[config.mk]
export PLATFORM = sky130hd
export DESIGN_NAME = psum_collector
export DESIGN_NICKNAME = d
export VERILOG_FILES = /design/src/rtl/psum_collector_pkg.sv /design/src/rtl/psum_collector_sync_fifo.sv /design/src/rtl/psum_collector.sv
export SDC_FILE = /design/constraint.sdc
export NUM_CORES = 1
export LEC_CHECK = 0
export CORE_ASPECT_RATIO = 0.75
export CORE_MARGIN = 3
export CORE_UTILIZATION = 60
export CTS_CLUSTER_DIAMETER = 200
export DETAILED_ROUTE_END_ITERATION = 6
export GPL_TIMING_DRIVEN = 0
export PLACE_DENSITY = 0.8
export SETUP_SLACK_MARGIN = 0.02
export SYNTH_ARGS = -nofsm -noshare
export SYNTH_HDL_FRONTEND = slang
export SYNTH_SLANG_ARGS = --single-unit
export TNS_END_PERCENT = 10
[constraint.sdc]
create_clock -name clk -period 14.65 [get_ports clk]
set_input_delay 1.465 -clock clk [delete_from_list [all_inputs] [get_ports clk]]
set_output_delay 1.465 -clock clk [all_outputs]
set_load 0.02 [all_outputs]
[src/rtl/psum_collector_pkg.sv]
// Shared types and constants for the systolic-column partial-sum collector.
// Holds the default word width, FSM encoding and the signed-overflow helper.
package psum_collector_pkg;

    localparam int OFMAP_BITWIDTH_DEF = 32;
    localparam int TILE_CNT_W         = 8;

    typedef enum logic [1:0] {
        ST_IDLE  = 2'd0,
        ST_ACCUM = 2'd1,
        ST_DRAIN = 2'd2
    } state_e;

    // Two's complement add overflows when both operands agree in sign and the result does not.
    function automatic logic signed_add_ovf(
        input logic a_msb,
        input logic b_msb,
        input logic s_msb
    );
        return (a_msb == b_msb) && (s_msb != a_msb);
    endfunction

endpackage

[src/rtl/psum_collector_sync_fifo.sv]
// Single-clock FIFO with registered storage, used to buffer finished ofmap words.
// Push when full and pop when empty are ignored; simultaneous push/pop keeps the count.
module sync_fifo #(
    parameter int WIDTH = 32,
    parameter int DEPTH = 8
) (
    input  logic                       clk,
    input  logic                       rst,
    input  logic                       push,
    input  logic [WIDTH-1:0]           push_data,
    input  logic                       pop,
    output logic [WIDTH-1:0]           pop_data,
    output logic                       full,
    output logic                       empty,
    output logic [$clog2(DEPTH):0]     count
);

    localparam int PTR_W = $clog2(DEPTH);
    localparam int CNT_W = PTR_W + 1;

    logic [WIDTH-1:0] mem_q [DEPTH];
    logic [PTR_W-1:0] wr_ptr_q, wr_ptr_d;
    logic [PTR_W-1:0] rd_ptr_q, rd_ptr_d;
    logic [CNT_W-1:0] count_q, count_d;
    logic             do_push;
    logic             do_pop;

    // Pointer and occupancy update.
    always_comb begin
        do_push  = push && (count_q != CNT_W'(DEPTH));
        do_pop   = pop && (count_q != CNT_W'(0));
        wr_ptr_d = wr_ptr_q;
        rd_ptr_d = rd_ptr_q;
        count_d  = count_q;
        if (do_push) begin
            wr_ptr_d = wr_ptr_q + PTR_W'(1);
        end else begin
            wr_ptr_d = wr_ptr_q;
        end
        if (do_pop) begin
            rd_ptr_d = rd_ptr_q + PTR_W'(1);
        end else begin
            rd_ptr_d = rd_ptr_q;
        end
        case ({do_push, do_pop})
            2'b10:   count_d = count_q + CNT_W'(1);
            2'b01:   count_d = count_q - CNT_W'(1);
            default: count_d = count_q;
        endcase
    end

    // Status flags and head-of-queue read.
    always_comb begin
        full     = (count_q == CNT_W'(DEPTH));
        empty    = (count_q == CNT_W'(0));
        count    = count_q;
        pop_data = mem_q[rd_ptr_q];
    end

    // Pointer/count registers.
    always_ff @(posedge clk) begin
        if (rst) begin
            wr_ptr_q <= PTR_W'(0);
            rd_ptr_q <= PTR_W'(0);
            count_q  <= CNT_W'(0);
        end else begin
            wr_ptr_q <= wr_ptr_d;
            rd_ptr_q <= rd_ptr_d;
            count_q  <= count_d;
        end
    end

    // Storage array; contents need no reset since empty gates every read.
    always_ff @(posedge clk) begin
        if (do_push) begin
            mem_q[wr_ptr_q] <= push_data;
        end
    end

endmodule

[src/rtl/psum_collector.sv]
// Sink at the bottom of a systolic MAC column: accumulates partial sums across K-tiles
// and streams finished ofmap words out through a valid/ready FIFO.
module psum_collector
    import psum_collector_pkg::*;
#(
    parameter int OFMAP_BITWIDTH = OFMAP_BITWIDTH_DEF,
    parameter int NUM_OUT        = 4,
    parameter int FIFO_DEPTH     = 8
) (
    input  logic                      clk,
    input  logic                      rst,
    input  logic                      start,
    input  logic [TILE_CNT_W-1:0]     cfg_num_tiles,
    input  logic [OFMAP_BITWIDTH-1:0] psum_in,
    input  logic                      psum_valid,
    output logic                      psum_ready,
    output logic [OFMAP_BITWIDTH-1:0] out_data,
    output logic                      out_valid,
    input  logic                      out_ready,
    output logic                      ovf,
    output logic                      done
);

    localparam int IDX_W = (NUM_OUT > 1) ? $clog2(NUM_OUT) : 1;
    localparam int CNT_W = $clog2(FIFO_DEPTH) + 1;
    localparam int MSB   = OFMAP_BITWIDTH - 1;
    localparam logic [IDX_W-1:0] LAST_OUT = IDX_W'(NUM_OUT - 1);

    state_e                    state_q, state_d;
    logic [IDX_W-1:0]          out_idx_q, out_idx_d;
    logic [TILE_CNT_W-1:0]     tile_idx_q, tile_idx_d;
    logic [TILE_CNT_W-1:0]     last_tile_q, last_tile_d;
    logic                      ovf_q, ovf_d;
    logic [OFMAP_BITWIDTH-1:0] acc_q [NUM_OUT];
    logic [OFMAP_BITWIDTH-1:0] acc_d [NUM_OUT];

    logic                      xfer;
    logic                      first_tile;
    logic                      last_tile_hit;
    logic [OFMAP_BITWIDTH-1:0] addend;
    logic [OFMAP_BITWIDTH-1:0] sum;
    logic                      sum_ovf;
    logic                      fifo_push;
    logic                      fifo_pop;
    logic                      fifo_full;
    logic                      fifo_empty;
    logic [CNT_W-1:0]          fifo_count;
    logic [OFMAP_BITWIDTH-1:0] fifo_head;

    // Handshake and adder; the first tile seeds the sum instead of reading stale accumulator data.
    always_comb begin
        first_tile    = (tile_idx_q == TILE_CNT_W'(0));
        last_tile_hit = (tile_idx_q == last_tile_q);
        psum_ready    = (state_q == ST_ACCUM) && (!last_tile_hit || !fifo_full);
        xfer          = psum_valid && psum_ready;
        addend        = first_tile ? {OFMAP_BITWIDTH{1'b0}} : acc_q[out_idx_q];
        sum           = addend + psum_in;
        sum_ovf       = !first_tile && signed_add_ovf(addend[MSB], psum_in[MSB], sum[MSB]);
    end

    // Run sequencing, index counters, accumulator writes and FIFO push.
    always_comb begin
        state_d     = state_q;
        out_idx_d   = out_idx_q;
        tile_idx_d  = tile_idx_q;
        last_tile_d = last_tile_q;
        ovf_d       = ovf_q;
        acc_d       = acc_q;
        fifo_push   = 1'b0;
        done        = 1'b0;
        case (state_q)
            ST_IDLE: begin
                if (start) begin
                    state_d     = ST_ACCUM;
                    out_idx_d   = IDX_W'(0);
                    tile_idx_d  = TILE_CNT_W'(0);
                    ovf_d       = 1'b0;
                    last_tile_d = (cfg_num_tiles == TILE_CNT_W'(0)) ? TILE_CNT_W'(0)
                                                                    : cfg_num_tiles - TILE_CNT_W'(1);
                end else begin
                    state_d = ST_IDLE;
                end
            end
            ST_ACCUM: begin
                if (xfer) begin
                    ovf_d = ovf_q | sum_ovf;
                    if (last_tile_hit) begin
                        fifo_push = 1'b1;
                    end else begin
                        acc_d[out_idx_q] = sum;
                    end
                    if (out_idx_q == LAST_OUT) begin
                        out_idx_d = IDX_W'(0);
                        if (last_tile_hit) begin
                            state_d = ST_DRAIN;
                        end else begin
                            tile_idx_d = tile_idx_q + TILE_CNT_W'(1);
                        end
                    end else begin
                        out_idx_d = out_idx_q + IDX_W'(1);
                    end
                end else begin
                    state_d = ST_ACCUM;
                end
            end
            ST_DRAIN: begin
                if (fifo_count == CNT_W'(0)) begin
                    state_d = ST_IDLE;
                    done    = 1'b1;
                end else begin
                    state_d = ST_DRAIN;
                end
            end
            default: begin
                state_d = ST_IDLE;
            end
        endcase
    end

    // Output side: out_data is forced to zero while nothing is buffered.
    always_comb begin
        out_valid = !fifo_empty;
        out_data  = fifo_empty ? {OFMAP_BITWIDTH{1'b0}} : fifo_head;
        fifo_pop  = out_valid && out_ready;
        ovf       = ovf_q;
    end

    // Control registers.
    always_ff @(posedge clk) begin
        if (rst) begin
            state_q     <= ST_IDLE;
            out_idx_q   <= IDX_W'(0);
            tile_idx_q  <= TILE_CNT_W'(0);
            last_tile_q <= TILE_CNT_W'(0);
            ovf_q       <= 1'b0;
        end else begin
            state_q     <= state_d;
            out_idx_q   <= out_idx_d;
            tile_idx_q  <= tile_idx_d;
            last_tile_q <= last_tile_d;
            ovf_q       <= ovf_d;
        end
    end

    // Accumulation buffer; every run overwrites an entry on tile 0 before reading it.
    always_ff @(posedge clk) begin
        acc_q <= acc_d;
    end

    sync_fifo #(
        .WIDTH (OFMAP_BITWIDTH),
        .DEPTH (FIFO_DEPTH)
    ) u_fifo (
        .clk       (clk),
        .rst       (rst),
        .push      (fifo_push),
        .push_data (sum),
        .pop       (fifo_pop),
        .pop_data  (fifo_head),
        .full      (fifo_full),
        .empty     (fifo_empty),
        .count     (fifo_count)
    );

endmodule

==> flow_results.org <==
** Synth
- Cell type contributing the most total cell area after synthesis :: sky130_fd_sc_hd__edfxtp_1
- In the post-synthesis netlist, the biggest area contributors are sky130_fd_sc_hd__edfxtp_1 64%, sky130_fd_sc_hd__mux4_2 12%, sky130_fd_sc_hd__dfxtp_1 3.8%.
- Synthesized net count :: ~1.2k
- The most used flip-flop cell after synthesis is sky130_fd_sc_hd__edfxtp_1.
- The synthesized design contains between 300 and 400 enable-type register cells.
- Synthesis Warnings :: 0
- Post-synth cell types :: 66
- Async set or reset register ratio after synthesis :: 0
- The mapped netlist covers 18,000 sq um.
- The share of synthesized area in the top cell type comes to 0.639.
- Register area share after synthesis :: 0.677
- The average instance in the mapped netlist occupies roughly 17 sq um.
- After synthesis the netlist holds a flip-flop and latch count of roughly 420.
- Synthesis handed over a netlist of 1,067 instances.

** Place
- Total placed instance area :: a little under 20,000 sq um
- Post-place setup slack :: 8.71 ns
- Buffers on Ports :: 80
- Summed over all nets, the half-perimeter wirelength after detailed placement is roughly 26,000 um.
- Placed cells :: between 1.5k and 2k
- Global placer's final weighted congestion :: 0.817

** Critical path
- The worst register-to-register path has a depth of 15.
- Sequence of cells on the critical path :: inv_1 -> ha_1 -> or4b_2 -> nor4_2 -> clkbuf_1 -> nor2b_1 -> ha_1 -> clkbuf_1 -> a41oi_1 -> o221ai_1 -> a221o_1 -> a31oi_2 -> o31ai_2 -> a21oi_1 -> xnor2_1
- The critical path runs through a total of 15 cells.
- STA classifies the critical path startpoint as a flip-flop.
- CP delay by family, top :: compound AO/OA/AOI/OAI gates
- The critical path is of the reg2reg type.
- Longest individual stage delay on the worst path :: 0.86 ns
- In this run the critical register-to-register path is captured at acc_q[58].
- Critical Path End Type :: flip-flop
- Data arrival time of the worst path :: around 5.9 ns
- Reg-to-reg critical path startpoint :: tile_idx_q[0]
- Among all stages on the critical path, the largest delay is contributed by sky130_fd_sc_hd__xnor2_1.
- Count of buffer and inverter cells on the critical path :: 3
- Critical path data required time :: about 15 ns
- Along the worst path, the maximum fanout reaches 12.
- Reg-to-reg slack, setup :: roughly 8.9 ns

** STA
- The clock period could shrink to approximately 5.8 ns.
- Setup repair after global routing left no endpoint under its margin.
- Summed negative setup slack over all endpoints :: 0 ns
- The worst path meets setup with slightly below 9 ns of slack.
- Hold Fails Final Rpt :: 0
- On the final layout, the worst hold slack is ~0.47 ns.
- Headroom to the max-slew limit came out at 0.269.
- Fmax achieved :: ~170 MHz
- On the final layout, the worst clock skew is between 0.02 and 0.025 ns.
- For the pin with the worst max-slew slack, the measured transition is 1.10 ns.
- Max-slew violation count :: 0
- Period Utilization, post-route :: 0.393
- Setup violations remaining at the end of the flow were counted as 0.

** Floorplan
- Row count :: 54
- Die span in x :: 206 um
- For this configuration, the core starts out at a cell density of 0.615.
- Placeable core region :: 29,300 sq um
- ~80 I/O pins were placed.
- Height of the die :: between 150 and 200 um
- Full die area :: roughly 32,000 sq um

** Power
- Maximum ir drop on the vdd rail :: about 0.12 mV
- Of the total power, registers draw 0.493.
- Leakage power summed over all cells :: about 6.8 nW
- Net switching share of the total power :: 0.245
- Cell area power density :: roughly 130 nW/um^2
- For this design the total switching power over the nets is 675 uW.
- The share of total power dissipated in the clock network is 0.350.
- The share of total power dissipated in combinational logic is 0.157.
- The internal portion of the total power is between 2 and 2.5 mW.

** Clocking
- TritonCTS buffer count :: 40
- After clock tree synthesis, the clock-pin slew on the worst setup and hold paths is 0.06 ns.
- Hold repair after CTS inserted 0 buffers.
- Maximum count of clock buffers along a single path :: 3
- The tree is rooted in a sky130_fd_sc_hd__clkbuf_16.
- Clock Latency Late Sink :: between 0.5 and 0.6 ns
- TritonCTS clock tree :: done
- H-tree level count :: 2
- CTS sink cnt :: 418
- In this run the post-CTS setup repair buffer count came out at 0.
- Post-CTS Resized :: 0

** Job
- The tool flagged a number of max-cap violations equal to 0.

** Finish
- In the final layout, the share of cells above drive strength 1 is 0.178.
- The layout has around 1.8k filler cells.
- Final instance area :: between 20,000 and 25,000 sq um
- The finished layout holds ~1.6k standard cells, fillers aside.
- Leaving out fill and tap cells, the most frequent cells in the layout are 384 x sky130_fd_sc_hd__edfxtp_1, 96 x sky130_fd_sc_hd__mux4_2, 80 x sky130_fd_sc_hd__clkdlybuf4s50_1.
- Area of combinational cells with multiple inputs :: 5600 sq um
- Most common library cell in the layout ignoring fill and taps :: sky130_fd_sc_hd__edfxtp_1
- The net count of the finished layout is 1,307.
- Total area of sequential cells :: between 10,000 and 15,000 sq um
- Diodes inserted :: 0
- Area growth from synthesis to final layout :: 16.3%

** Route
- After detailed routing, the number of vias per cell comes to between 6 and 7.
- Remaining design rule violation count :: 0
- The first detailed-routing pass took 5 iterations.
- Detailed routing inserted a total of between 10k and 15k vias.
- The count of nets left with antenna violations once routing finished came out at 0.
- Routed len/inst :: around 24 um
- In this run, the number of DRC markers left after iteration 0 of detailed routing was 1,109.
- Final WL :: approximately 40,000 um

** Min path
- The worst hold path terminates at last_tile_q[2].
- Along the worst hold path, the cell count comes to 2.
- The tightest min-delay check is of the reg2reg type.
- The worst hold path begins at last_tile_q[2].

** GRT
- Global routing finished with a remaining overflow of 0.
- Maximum number of pins on one net before global-route repair :: 23
- Wire length of the first global-routing pass :: slightly above 60,000 um
- The number of global-route vias before repair is 10.3k.
- Total track usage :: 0.253
- Number of antenna violations at the first check in global routing :: 0

** Status
- The run finished with clean final reports.
-- cells by family after synthesis --
family / Yosys count / share of synthesized area
DFF: 418 / 0.677
and+or+nand+nor: 235 / 0.0662
muxes: 133 / 0.140
AOI/OAI and AO/OA: 118 / 0.0443
buffers and inverters: 69 / 0.0162
xor gates and xnor gates: 49 / 0.0238
adders and majority gates: 45 / 0.0321
-- how the worst max path moves through the flow --
stage | startpoint | to | slack (ns)
after floorplan | psum_valid | u_fifo.mem_q[2][0] | 9.58
after global placement | psum_valid | u_fifo.mem_q[4][16] | 6.65
after detailed placement | tile_idx_q[0] | u_fifo.mem_q[2][21] | 8.71
after CTS | tile_idx_q[0] | u_fifo.mem_q[1][21] | 8.68
after global routing | tile_idx_q[0] | acc_q[58] | 8.56
final | tile_idx_q[0] | acc_q[58] | 8.89
-- registers in the layout, summed over array words and instances, names as in the netlist, named ones only --
| signal | cells |
|---|---|
| u_fifo.mem_q | 256 |
| acc_q | 128 |
| last_tile_q | 8 |
| tile_idx_q | 8 |
| u_fifo.count | 4 |
| u_fifo.rd_ptr_q | 3 |
| u_fifo.wr_ptr_q | 3 |
| out_idx_q | 2 |
| state_q | 2 |
| ovf | 1 |
-- per-stage QoR --
step / utilization / power, mW
after floorplan: - / 1.65
after global placement: 0.659 / 1.80
after detailed placement: 0.674 / 1.82
after CTS: 0.715 / 2.78
after global routing: 0.715 / 2.86
final: 0.715 / 2.75
-- worst reg2reg max path, cell delays in order (launching register included) --
cell	delay [ns]
sky130_fd_sc_hd__dfxtp_1	0.35
sky130_fd_sc_hd__inv_1	0.11
sky130_fd_sc_hd__ha_1	0.15
sky130_fd_sc_hd__or4b_2	0.60
sky130_fd_sc_hd__nor4_2	0.65
sky130_fd_sc_hd__clkbuf_1	0.58
sky130_fd_sc_hd__nor2b_1	0.11
sky130_fd_sc_hd__ha_1	0.29
sky130_fd_sc_hd__clkbuf_1	0.24
sky130_fd_sc_hd__a41oi_1	0.19
sky130_fd_sc_hd__o221ai_1	0.36
sky130_fd_sc_hd__a221o_1	0.26
sky130_fd_sc_hd__a31oi_2	0.09
sky130_fd_sc_hd__o31ai_2	0.35
sky130_fd_sc_hd__a21oi_1	0.20
sky130_fd_sc_hd__xnor2_1	0.86
-- Yosys cell counts (3+ instances only) --
| cell type | instances |
|---|---|
| sky130_fd_sc_hd__o21a_1 | 4 |
| sky130_fd_sc_hd__or3_1 | 5 |
| sky130_fd_sc_hd__nand2_1 | 49 |
| sky130_fd_sc_hd__nand3_1 | 9 |
| sky130_fd_sc_hd__o221ai_1 | 3 |
| sky130_fd_sc_hd__nand2b_1 | 13 |
| sky130_fd_sc_hd__buf_6 | 3 |
| sky130_fd_sc_hd__o21ai_1 | 5 |
| sky130_fd_sc_hd__or2_2 | 3 |
| sky130_fd_sc_hd__nor3_1 | 16 |
| sky130_fd_sc_hd__buf_1 | 10 |
| sky130_fd_sc_hd__nand4_1 | 6 |
| sky130_fd_sc_hd__dfxtp_1 | 34 |
| sky130_fd_sc_hd__nor2_1 | 70 |
| sky130_fd_sc_hd__buf_2 | 8 |
| sky130_fd_sc_hd__o21bai_1 | 3 |
| sky130_fd_sc_hd__a21o_1 | 11 |
| sky130_fd_sc_hd__nor2b_1 | 35 |
| sky130_fd_sc_hd__mux2i_1 | 36 |
| sky130_fd_sc_hd__edfxtp_1 | 384 |
| sky130_fd_sc_hd__nor4_1 | 6 |
| sky130_fd_sc_hd__a21oi_1 | 41 |
| sky130_fd_sc_hd__inv_1 | 23 |
| sky130_fd_sc_hd__and2_1 | 5 |
| sky130_fd_sc_hd__xnor2_1 | 32 |
| sky130_fd_sc_hd__ha_1 | 43 |
| sky130_fd_sc_hd__nor3b_1 | 6 |
| sky130_fd_sc_hd__o21ai_0 | 19 |
| sky130_fd_sc_hd__xor2_1 | 17 |
| sky130_fd_sc_hd__mux4_2 | 96 |
| sky130_fd_sc_hd__clkbuf_1 | 25 |
-- area by class of cell --
class | count | share of cell area
buffer | 46 | 0.00978
tap | 392 | 0.0234
clock buffer | 49 | 0.0503
inverter | 23 | 0.00412
timing repair buffer | 108 | 0.0565
clock inverter | 18 | 0.00668
multi-input combinational | 580 | 0.267
sequential | 418 | 0.582
-- layer usage --
metal | part of all wire | wire length (um) | global-route usage | vias to the layer above
met2 | 0.47 | 18800 | 0.396 | 479
met4 | 0.021 | 837 | 0.0669 | 0
met1 | 0.42 | 16500 | 0.373 | 5152
li1 | - | - | - | 4500
met5 | 0 | 0 | 0 | -
met3 | 0.088 | 3460 | 0.0496 | 65
-- power by group through the flow --
stage	Combinational [mW]	Sequential, mW	Clock [mW]
detailed placement	0.434	1.38	0
finish	0.434	1.36	0.963
CTS	0.437	1.36	0.981
floorplan	0.272	1.38	0
global placement	0.415	1.38	0
global route	0.469	1.36	1.03
Power figures use the tool's default switching activity.
